===== config.mk =====
export PLATFORM = sky130hd
export DESIGN_NAME = clock_set_controller
export DESIGN_NICKNAME = d
export VERILOG_FILES = /design/src/rtl/clock_ctrl_pkg.sv /design/src/rtl/bcd_field_inc.sv /design/src/rtl/clock_set_controller.sv
export SDC_FILE = /design/constraint.sdc
export NUM_CORES = 1
export LEC_CHECK = 0
export CORE_UTILIZATION = 30
export CTS_CLUSTER_SIZE = 28
export DETAILED_ROUTE_END_ITERATION = 10
export SYNTH_ARGS = -nofsm -noshare
export SYNTH_HDL_FRONTEND = slang
export SYNTH_SLANG_ARGS = --single-unit

===== constraint.sdc =====
create_clock -name clk -period 4.1 [get_ports clk]
set_input_delay 0.82 -clock clk [delete_from_list [all_inputs] [get_ports clk]]
set_output_delay 0.82 -clock clk [all_outputs]
set_load 0.01 [all_outputs]

===== src/rtl/clock_ctrl_pkg.sv =====
// Shared types and constants for the clock time-setting sequencer.
package clock_ctrl_pkg;

    typedef enum logic [2:0] {
        RUN     = 3'd0,
        SET_HR  = 3'd1,
        SET_MIN = 3'd2,
        SET_SEC = 3'd3,
        COMMIT  = 3'd4
    } state_t;

    localparam logic [7:0] HR_MAX = 8'h23;
    localparam logic [7:0] MS_MAX = 8'h59;

    localparam logic [5:0] HR_BLINK  = 6'b110000;
    localparam logic [5:0] MIN_BLINK = 6'b001100;
    localparam logic [5:0] SEC_BLINK = 6'b000011;

    // Bit offsets of each 2-digit BCD field inside the 24-bit time word
    localparam int unsigned HR_LSB  = 16;
    localparam int unsigned MIN_LSB = 8;
    localparam int unsigned SEC_LSB = 0;

endpackage


===== src/rtl/bcd_field_inc.sv =====
// Wrapped increment of one 2-digit BCD field; out-of-range or malformed values restart at 00.
module bcd_field_inc (
    input  logic [7:0] field,
    input  logic [7:0] max_val,
    output logic [7:0] field_nx
);

    logic bad_digit;

    always_comb begin
        bad_digit = (field[3:0] > 4'd9) || (field[7:4] > max_val[7:4]);
        field_nx  = 8'h00;
        // Digits are valid BCD past this point, so a plain compare orders them numerically
        if (bad_digit || (field >= max_val)) begin
            field_nx = 8'h00;
        end else if (field[3:0] == 4'd9) begin
            field_nx = {field[7:4] + 4'd1, 4'd0};
        end else begin
            field_nx = {field[7:4], field[3:0] + 4'd1};
        end
    end

endmodule


===== src/rtl/clock_set_controller.sv =====
// Time-setting sequencer: pauses the BCD counter, edits a shadow copy field by field,
// then commits it with a one-cycle parallel load.
module clock_set_controller
    import clock_ctrl_pkg::*;
#(
    parameter int unsigned REPEAT_DLY  = 25_000_000,
    parameter int unsigned REPEAT_RATE = 5_000_000,
    parameter int unsigned TIMEOUT_S   = 30
) (
    input  logic        clk,
    input  logic        reset,
    input  logic        tick_1hz,
    input  logic        btn_mode,
    input  logic        btn_inc,
    input  logic [23:0] cur_time,
    output logic        run_en,
    output logic        load,
    output logic [23:0] load_time,
    output logic [5:0]  blink_mask,
    output logic        set_active
);

    localparam int unsigned REP_MAX = (REPEAT_DLY > REPEAT_RATE) ? REPEAT_DLY : REPEAT_RATE;
    localparam int unsigned REP_W   = $clog2(REP_MAX + 1);
    localparam int unsigned TO_W    = $clog2(TIMEOUT_S + 1);

    state_t             state, state_nx;
    logic               mode_q, inc_q;
    logic [23:0]        shadow, shadow_inc;
    logic [REP_W-1:0]   rep_cnt;
    logic               rep_arm;
    logic [TO_W-1:0]    to_cnt;
    logic               phase;

    logic               mode_edge, inc_edge;
    logic               in_set, in_set_nx;
    logic               rep_fire, abort, inc_evt;
    logic [7:0]         sel_field, sel_max, field_nx;

    always_comb begin
        mode_edge = btn_mode & ~mode_q;
        inc_edge  = btn_inc & ~inc_q;
        in_set    = (state == SET_HR) || (state == SET_MIN) || (state == SET_SEC);
        rep_fire  = in_set & rep_arm & btn_inc & (rep_cnt == '0);
        // A button edge restarts the timeout, so it also cancels an abort on the same tick
        abort     = in_set & tick_1hz & (to_cnt == TO_W'(1)) & ~mode_edge & ~inc_edge;
        inc_evt   = in_set & (inc_edge | rep_fire) & ~mode_edge & ~abort;
    end

    always_comb begin
        state_nx = state;
        case (state)
            RUN:     if (mode_edge) state_nx = SET_HR;
            SET_HR:  if (mode_edge) state_nx = SET_MIN; else if (abort) state_nx = RUN;
            SET_MIN: if (mode_edge) state_nx = SET_SEC; else if (abort) state_nx = RUN;
            SET_SEC: if (mode_edge) state_nx = COMMIT;  else if (abort) state_nx = RUN;
            COMMIT:  state_nx = RUN;
            default: state_nx = RUN;
        endcase
        in_set_nx = (state_nx == SET_HR) || (state_nx == SET_MIN) || (state_nx == SET_SEC);
    end

    always_comb begin
        sel_field = shadow[HR_LSB +: 8];
        sel_max   = HR_MAX;
        case (state)
            SET_MIN: begin
                sel_field = shadow[MIN_LSB +: 8];
                sel_max   = MS_MAX;
            end
            SET_SEC: begin
                sel_field = shadow[SEC_LSB +: 8];
                sel_max   = MS_MAX;
            end
            default: begin
                sel_field = shadow[HR_LSB +: 8];
                sel_max   = HR_MAX;
            end
        endcase
    end

    bcd_field_inc u_field_inc (
        .field    (sel_field),
        .max_val  (sel_max),
        .field_nx (field_nx)
    );

    always_comb begin
        shadow_inc = shadow;
        case (state)
            SET_HR:  shadow_inc[HR_LSB +: 8]  = field_nx;
            SET_MIN: shadow_inc[MIN_LSB +: 8] = field_nx;
            SET_SEC: shadow_inc[SEC_LSB +: 8] = field_nx;
            default: shadow_inc = shadow;
        endcase
    end

    always_ff @(posedge clk) begin
        if (!reset) begin
            state   <= RUN;
            mode_q  <= 1'b0;
            inc_q   <= 1'b0;
            shadow  <= '0;
            rep_cnt <= '0;
            rep_arm <= 1'b0;
            to_cnt  <= '0;
            phase   <= 1'b0;
        end else begin
            state  <= state_nx;
            mode_q <= btn_mode;
            inc_q  <= btn_inc;

            if ((state == RUN) && mode_edge) begin
                shadow <= cur_time;
            end else if (inc_evt) begin
                shadow <= shadow_inc;
            end

            if (!in_set || !btn_inc || (state_nx != state)) begin
                rep_arm <= 1'b0;
                rep_cnt <= '0;
            end else if (inc_edge) begin
                rep_arm <= 1'b1;
                rep_cnt <= REP_W'(REPEAT_DLY - 1);
            end else if (rep_arm) begin
                rep_cnt <= (rep_cnt == '0) ? REP_W'(REPEAT_RATE - 1) : rep_cnt - 1'b1;
            end

            if (((state == RUN) && mode_edge) || (in_set && (mode_edge || inc_edge))) begin
                to_cnt <= TO_W'(TIMEOUT_S);
            end else if (in_set && tick_1hz) begin
                to_cnt <= to_cnt - 1'b1;
            end

            if (!in_set_nx) begin
                phase <= 1'b0;
            end else if (in_set && tick_1hz) begin
                phase <= ~phase;
            end
        end
    end

    always_comb begin
        run_en     = (state == RUN);
        load       = (state == COMMIT);
        load_time  = shadow;
        set_active = in_set;
        blink_mask = 6'b000000;
        if (phase) begin
            case (state)
                SET_HR:  blink_mask = HR_BLINK;
                SET_MIN: blink_mask = MIN_BLINK;
                SET_SEC: blink_mask = SEC_BLINK;
                default: blink_mask = 6'b000000;
            endcase
        end
    end

endmodule


==> impl.org, run 1 <==
** STA
- Crit share post-route :: between 80% and 90%
- The count of final max-slew check failures is 0.
- Final setup violation count :: 0
- For the final routed database, the setup TNS stands at 0 ns.
- Setup repair after global routing left no endpoint under its margin.
- Final count of hold timing violations :: 0
- Across the routed clock network, the largest skew measured is ~0.011 ns.
- Slew @ Worst Pin :: just under 0.9 ns
- The clock period could shrink to 3.53 ns.
- F_max :: 0.283 GHz
- The worst pin sits at a relative slew slack of 40.7%.

** Routing
- The highest layer touched by signal routing is met4.
- Sum of met3 wire segment lengths after detailed routing :: around 520 µm
- TritonRoute pass-1 iters :: 4
- The first routing iteration left ~150 violations.
- Wires add up to 9.44 mm.
- Number of antenna-violating nets in the routed design :: 0
- Via count normalized by instance count :: about 5.2
- The final route contains ~3200 vias.
- After detailed routing, the number of remaining DRC violations is 0.
- In the final routed layout, each cell accounts on average for 15.6 µm.
- Detailed route wirelength on metal2 :: roughly 4.3 mm
- After detailed routing, the wire length on met1 is 4.45 mm.

** Run status
- Result of the run :: finished clean

** Die
- Die boundary height :: around 110 µm
- After floorplanning, the core was sized to cover around 11000 µm².
- Site row count :: 38
- Die X-Extent :: about 110 µm
- Initial Utilization :: a little under a third
- The floorplan step defined a die boundary enclosing approximately 12000 µm².
- Ports :: 62

** Critical path
- STA classifies the critical path endpoint as a flop.
- Data arrival, critical path :: 3.79 ns
- Of all nets on the critical path, the largest fanout is 13.
- Cell class contributing the biggest share of worst-path delay :: simple AND/OR/NAND/NOR gates
- CP Cell Sequence :: nand2b_1, inv_1, mux2i_1, inv_1, ha_1, or4b_1, a22oi_1, o2111ai_1, or3_1, a31oi_1
- Counting buffers and inverters, the worst setup path is 10 cells deep.
- Measured in cells, the most critical reg-to-reg path has a length of 10.
- Critical path type :: reg2reg
- STA classifies the critical path startpoint as a flop.
- Data on the critical path is required at its endpoint by ~4.4 ns.
- In this design, the stage delay of the slowest critical-path cell is approximately 0.5 ns.
- Count of buffering cells on the critical path with inverters included :: 2
- Slowest cell on the critical path :: or4b_1
- Among the stages of the critical path, the cell type that occurs most often is inv_1.

** Global route
- Entering global routing, the biggest net connects 36 pins.
- The first global-routing pass estimated 15.6 mm of wire.
- Overflow after GRT :: 0
- Initial antenna violation count :: 0
- Across every metal layer, demand over resource in global routing totals between 10% and 20%.
- Via count of the first global-routing pass :: between 3000 and 4000

** Pwr
- Sequential cells account for a little over two fifths of the total power.
- Per report_power, the combinational group accounts for 18.9% of the total.
- The clock network is responsible for between 30% and 40% of the overall power.
- Leak Pwr :: 1.54 nW
- Switching pwr :: roughly 0.43 mW
- In this run the power density over the cells is 361 nW/µm².
- Switching share of total power :: a little over a quarter
- Cell internal power was estimated by the tool at 1.14 mW.
- IR analysis of the VDD net gives a maximum drop of between 0.15 and 0.2 mV.

** Logic synthesis
- Count of flip-flops with a built-in enable after synthesis :: 0
- Total number of yosys warnings :: 0
- Counting distinct cell types in the post-synthesis netlist gives just over 50.
- After synthesis the netlist holds a flip-flop and latch count of between 60 and 70.
- Post-Synthesis Mean Instance Area :: roughly 8.3 µm²
- Net count of the mapped netlist :: 442
- Share of flip-flops with an asynchronous set or reset :: 0%
- For this run, the register share of the synthesized area comes to a little over a third.
- Most used flip-flop cell after synthesis :: dfxtp_1
- Combined area of all synthesized cells :: 3370 µm²
- Synthesized instance count :: between 400 and 500

** Clock network
- For this design, the sink count on the clock tree is 61.
- In this run the deepest clock path goes through 2 buffers.
- Clk_lat worst skew :: roughly 0.34 ns
- Root Driver :: clkbuf_8
- Hold buffer count at cts :: 0
- In this run the number of H-tree levels came out at 3.
- Buffers added to address setup during post-CTS repair amount to 0.
- Gates resized during post-CTS repair numbered 0.
- Number of clock buffers inserted by TritonCTS :: 9
- Register clock-pin slew on the reported worst setup and hold paths :: 0.07 ns
- TritonCTS built the clock tree.

** Cells and area
- Fraction of final layout cells sized beyond drive strength 1 :: between 9 and 10%
- Summing all flip-flop and latch instances after layout gives between 1000 and 1500 µm².
- The layout has around 1100 filler cells.
- The repair_antennas step left the layout with diodes totalling 0.
- Leading cell types in the layout, fill and taps excluded :: 61 x dfxtp_1, 61 x clkdlybuf4s50_1, 34 x nand2_1, 34 x a21oi_1, 29 x nand3_1
- At the end of the flow the core is filled with cells to about two fifths.
- The area growth from synthesis to layout is 28.6%.
- Layout net count :: slightly below 500
- Summing all multi-input logic gate instances after layout gives around 2000 µm².

** Hold path
- The worst hold path belongs to the class reg2reg.
- Counting instances, the worst hold path has a depth of 2.

** Place
- Port buffering added just over 60 buffers.
- Routability-driven placement congestion ratio :: ~0.91
- DP HPWL :: a little under 7 mm

** Flow run
- Max-cap violations in this run came to 0.
[final timing paths]
path                       end  slack, ns          from
hold reg to reg   load_time[7]       0.50  load_time[7]
setup / recovery  load_time[8]       0.57      state[1]
setup reg to reg  load_time[8]       0.57      state[1]
hold / removal    load_time[7]       0.50  load_time[7]
[registers in the layout (all words and copies together), names as in the netlist]
register	count
load_time	24
mode_q	1
phase	1
rep_arm	1
to_cnt	5
rep_cnt	25
state	3
inc_q	1
[area by class of cell]
cell class / count / share of cell area, %
clock buffer: 12 / 3.58
clock inverter: 4 / 1.62
inverter: 8 / 0.694
multi-input combinational: 312 / 46.3
sequential: 61 / 28.2
tap: 140 / 4.05
timing repair buffer: 69 / 15.5
[stage by stage]
step	hold WS [ns]	cell area, µm²	setup slack, ns	power [mW]	std cells
finish	0.505	4330	0.566	1.56	606
global route	0.554	4330	0.195	1.63	606
CTS	0.506	4330	0.600	1.57	606
detailed placement	0.494	4100	0.617	0.958	590
global placement	0.487	4100	0.735	0.955	590
floorplan	0.485	3370	1.11	0.842	407
[routing by layer]
| layer | GRT usage (%) | vias up |
|---|---|---|
| met1 | 21.8 | 1484 |
| met2 | 27.8 | 80 |
| met4 | 5.19 | 0 |
| met3 | 5.39 | 11 |
| met5 | 0 | - |
| li1 | - | 1587 |
[power groups by stage]
stage	clock (mW)	combinational [mW]	sequential (mW)
after floorplan	0	0.178	0.664
after CTS	0.627	0.296	0.651
final	0.616	0.296	0.652
after global routing	0.650	0.325	0.656
after global placement	0	0.291	0.664
after detailed placement	0	0.294	0.665
[cell families (layout without fill, tap and decap cells)]
| group | count (synthesis) | after routing | share of synthesized area [%] |
|---|---|---|---|
| AOI/OAI and AO/OA | 90 | 90 | 17.1 |
| xor gates and xnor gates | 30 | 30 | 7.81 |
| adders and majority gates | 6 | 6 | 2.23 |
| buffers and inverters | 34 | 93 | 4.13 |
| DFF | 61 | 61 | 36.3 |
| muxes | 14 | 14 | 4.42 |
| and+or+nand+nor | 172 | 172 | 28.1 |
[tightest hold or removal path, stage by stage, from the launching register on]
cell and delay, ns:
dfxtp_1 0.33, nand3_1 0.07, a21oi_1 0.06
[cells in the mapped netlist, drive strengths merged (6+ instances only)]
cell type,count,share of area (%)
nor3,14,2.2
o221ai,9,2.3
nand3b,7,1.6
and3,8,1.5
a21oi,34,5.1
and2,6,1.1
nand2,34,3.8
ha,6,2.2
nand3,29,4.3
clkbuf,21,2.3
mux2,7,2.3
nor4,12,2.9
o21ai,16,2.4
xnor2,23,6.0
dfxtp,61,36
inv,8,0.89
nor2,24,2.7
or3,11,2.0
mux2i,7,2.1
nand2b,7,1.3
xor2,7,1.8
No activity file was read; power rests on OpenSTA's default activity.
==> run 2, diff against run 1 <==
- CELL_PAD_IN_SITES_DETAIL_PLACEMENT: not set -> 0
- CELL_PAD_IN_SITES_GLOBAL_PLACEMENT: not set -> 2
- PLACE_DENSITY_LB_ADDON: not set -> 0.1
- TNS_END_PERCENT: not set -> 100
==> run 2 against run 1 <==
Against the previous run: setup slack improved by 0.20 ns; total power rose by 1.4%; worst hold slack got worse by 0.00087 ns; final cell count did not move; register-to-register slack improved by 0.20 ns; fmax rose by 6.1%; final area rose by 0.20%; highest routed layer unchanged.
==> impl.org, run 2 (synthesis gave the netlist of run 1 again) <==
** Run status
- Result of the run :: finished clean

** Cells and area
- Fraction of final layout cells sized beyond drive strength 1 :: 9.23% (+0.21 points)
- Final Core Density :: 39.8% (+0.080 points)
- Layout net count :: 496 (unchanged)
- Largest register by flop count :: rep_cnt
- Final instance area :: 4340 µm² (+0.20%)
- Finished Layout Cells :: 606 (unchanged)
- The library cells used most frequently in the layout, excluding fill and tap cells, are 61 x dfxtp_1, 61 x clkdlybuf4s50_1, 34 x nand2_1, 34 x a21oi_1, 29 x nand3_1.
- Area Overhead vs Synth :: 28.8%
- Filler instances :: 1112 (+3.5%)
- The number of antenna repair diodes was 0 (unchanged).
- The number of flip-flops under the largest register name is 25 (unchanged).

** Clock network
- TritonCTS built the clock tree.
- The number of buffers inserted during clock tree synthesis was 9 (unchanged).
- Root Driver :: clkbuf_8
- The number of buffers between clock root and the deepest sink was 2 (unchanged).
- The quantity of gates resized following cts is 0 (unchanged).
- Post-CTS Repair Setup Buffers :: 0 (unchanged)
- The maximum level of the CTS H-tree came to 3 (unchanged).
- The latest clock arrival within the worst-skew pair came to 0.34 ns (about the same).
- The clock sink count came to 61 (unchanged).
- The register clock-pin slew on the reported worst setup and hold paths is 0.07 ns (about the same).
- Hold buffer count at cts :: 0 (unchanged)

** Die
- Die area :: 11600 µm² (unchanged)
- Initial Utilization :: 30.9% (unchanged)
- Core area :: 10900 µm² (unchanged)
- The height of the chip was 108 µm (unchanged).
- Die X-Extent :: 108 µm (unchanged)
- Site row count :: 38 (unchanged)
- Ports :: 62 (unchanged)

** Critical path
- Maximum fanout count along the critical path :: 13 (unchanged)
- By instance count, the cell type seen most on the critical path is inv_1.
- Critical path type :: reg2reg
- Data arrival, critical path :: 3.59 ns (-0.20 ns)
- The signal on the critical path passes through nand2b_1, inv_1, mux2i_1, inv_1, ha_1, or4b_1, a22oi_1, o2111ai_1, or3_1, a21oi_1.
- Type of destination of the critical path :: flop
- Required time of the critical path :: 4.36 ns (about the same)
- The largest individual stage delay along the critical path comes from the cell or3_1.
- Type of element launching the critical path :: flop
- The largest stage delay on the critical path was 0.54 ns (+0.03 ns).

** Routing
- The total wire length was 10.4 mm (+11%).
- The iteration count of the initial detailed-routing pass is 4 (unchanged).
- Via count normalized by instance count :: 5.25 (+0.57%)
- The detailed-route wire length per cell was 17.2 µm (+11%).
- The residual DRC count is 0 (unchanged).
- Initial DRC Count :: 146 (-2.0%)
- The count of vias placed by the detailed router was 3180 (+0.57%).
- The final antenna-violating net count was 0 (unchanged).

** Pwr
- Leak Pwr :: 1.54 nW (-0.58%)
- Power density over cell area :: 365 nW/µm² (+1.2%)
- The power consumption is 1.59 mW (+1.4%).
- The worst vdd rail ir drop is 0.138 mV (-11%).

** Global route
- Overflow after GRT :: 0 (unchanged)
- Initial antenna violation count :: 0 (unchanged)
- Via count of the first global-routing pass :: 3060 (-0.46%)
- The pin count of the biggest net entering global routing was 36 (unchanged).
- Overall track demand over capacity in global routing :: 18.8% (+1.6 points)
- Wire length of the first global-routing pass :: 16.5 mm (+5.9%)

** STA
- The transition at the pin with the smallest max-transition slack came to 0.909 ns (+0.0195 ns).
- The shortest period the worst path allows was 3.33 ns (-0.204 ns).
- The portion of the clock cycle consumed by the worst path in the final layout was 81.2% (-5.0 points).
- F_max :: 0.300 GHz (+6.1%)
- Setup repair after global routing left no endpoint under its margin.
- The final hold violation count came to 0 (unchanged).
- The final setup TNS was 0 ns (unchanged).
- The count of final max-slew check failures was 0 (unchanged).
- The largest clock skew in the final design came to 0.0118 ns (+0.000954 ns).
- The count of final setup violators is 0 (unchanged).
- The worst slew slack as a fraction of its limit was 39.4% (-1.3 points).

** Flow run
- The number of violations of the max-capacitance limit came to 0 (unchanged).

** Place
- The count of placed standard cells including taps is 590 (unchanged).
- Count of input and output buffers :: 61 (unchanged)
- Routability-driven placement congestion ratio :: 0.791 (-13%)
- DP HPWL :: 7.65 mm (+12%)
- The post-detailed-placement cell area is 4100 µm² (unchanged).

** Hold path
- Class of the most critical hold timing path :: reg2reg
run 2: final cells by class:
class | instances | area [µm²] | area share, %
Multi-Input combinational cell | 312 | 2010 | 46.2
Sequential cell | 61 | 1220 | 28.2
Timing Repair Buffer | 69 | 671 | 15.5
Tap cell | 140 | 175 | 4.04
Clock buffer | 11 | 151 | 3.49
Clock inverter | 5 | 82.6 | 1.90
Inverter | 8 | 30.0 | 0.692
run 2: where the power goes:
| part | internal [mW] | switching [mW] |
|---|---|---|
| sequential | 0.622 | 0.0300 |
| clock | 0.376 | 0.256 |
| combinational | 0.141 | 0.160 |
| total | 1.14 | 0.446 |
run 2: worst paths after layout:
kind                  from       endpoint  slack [ns]  cells past startpoint
max               state[1]  load_time[10]        0.77                     10
min          load_time[15]  load_time[15]        0.50                      2
max reg2reg       state[1]  load_time[10]        0.77                     10
min reg2reg  load_time[15]  load_time[15]        0.50                      2
run 2: metal layers:
metal  vias to the layer above  global-route usage (%)  part of all wire (%)
li1                       1588                       -                     -
met1                      1483                    25.2                    47
met2                        91                    29.7                    46
met3                        18                    3.51                   4.7
met4                         0                    7.34                   2.1
met5                         -                       0                     0
run 2: critical path: cells and delay by family (launching register included):
kind	cells	cell delay [ns]
mux	1	0.35
compound gates	3	0.77
buf+inv	2	0.28
simple gates	3	1.17
fa+ha+maj	1	0.22
flops	1	0.47
run 2: per-stage QoR:
stage / setup WS [ns] / hold slack [ns]
global route: 0.486 / 0.548
global placement: 0.546 / 0.494
CTS: 0.736 / 0.513
detailed placement: 0.534 / 0.498
finish: 0.770 / 0.504
floorplan: 1.11 / 0.485
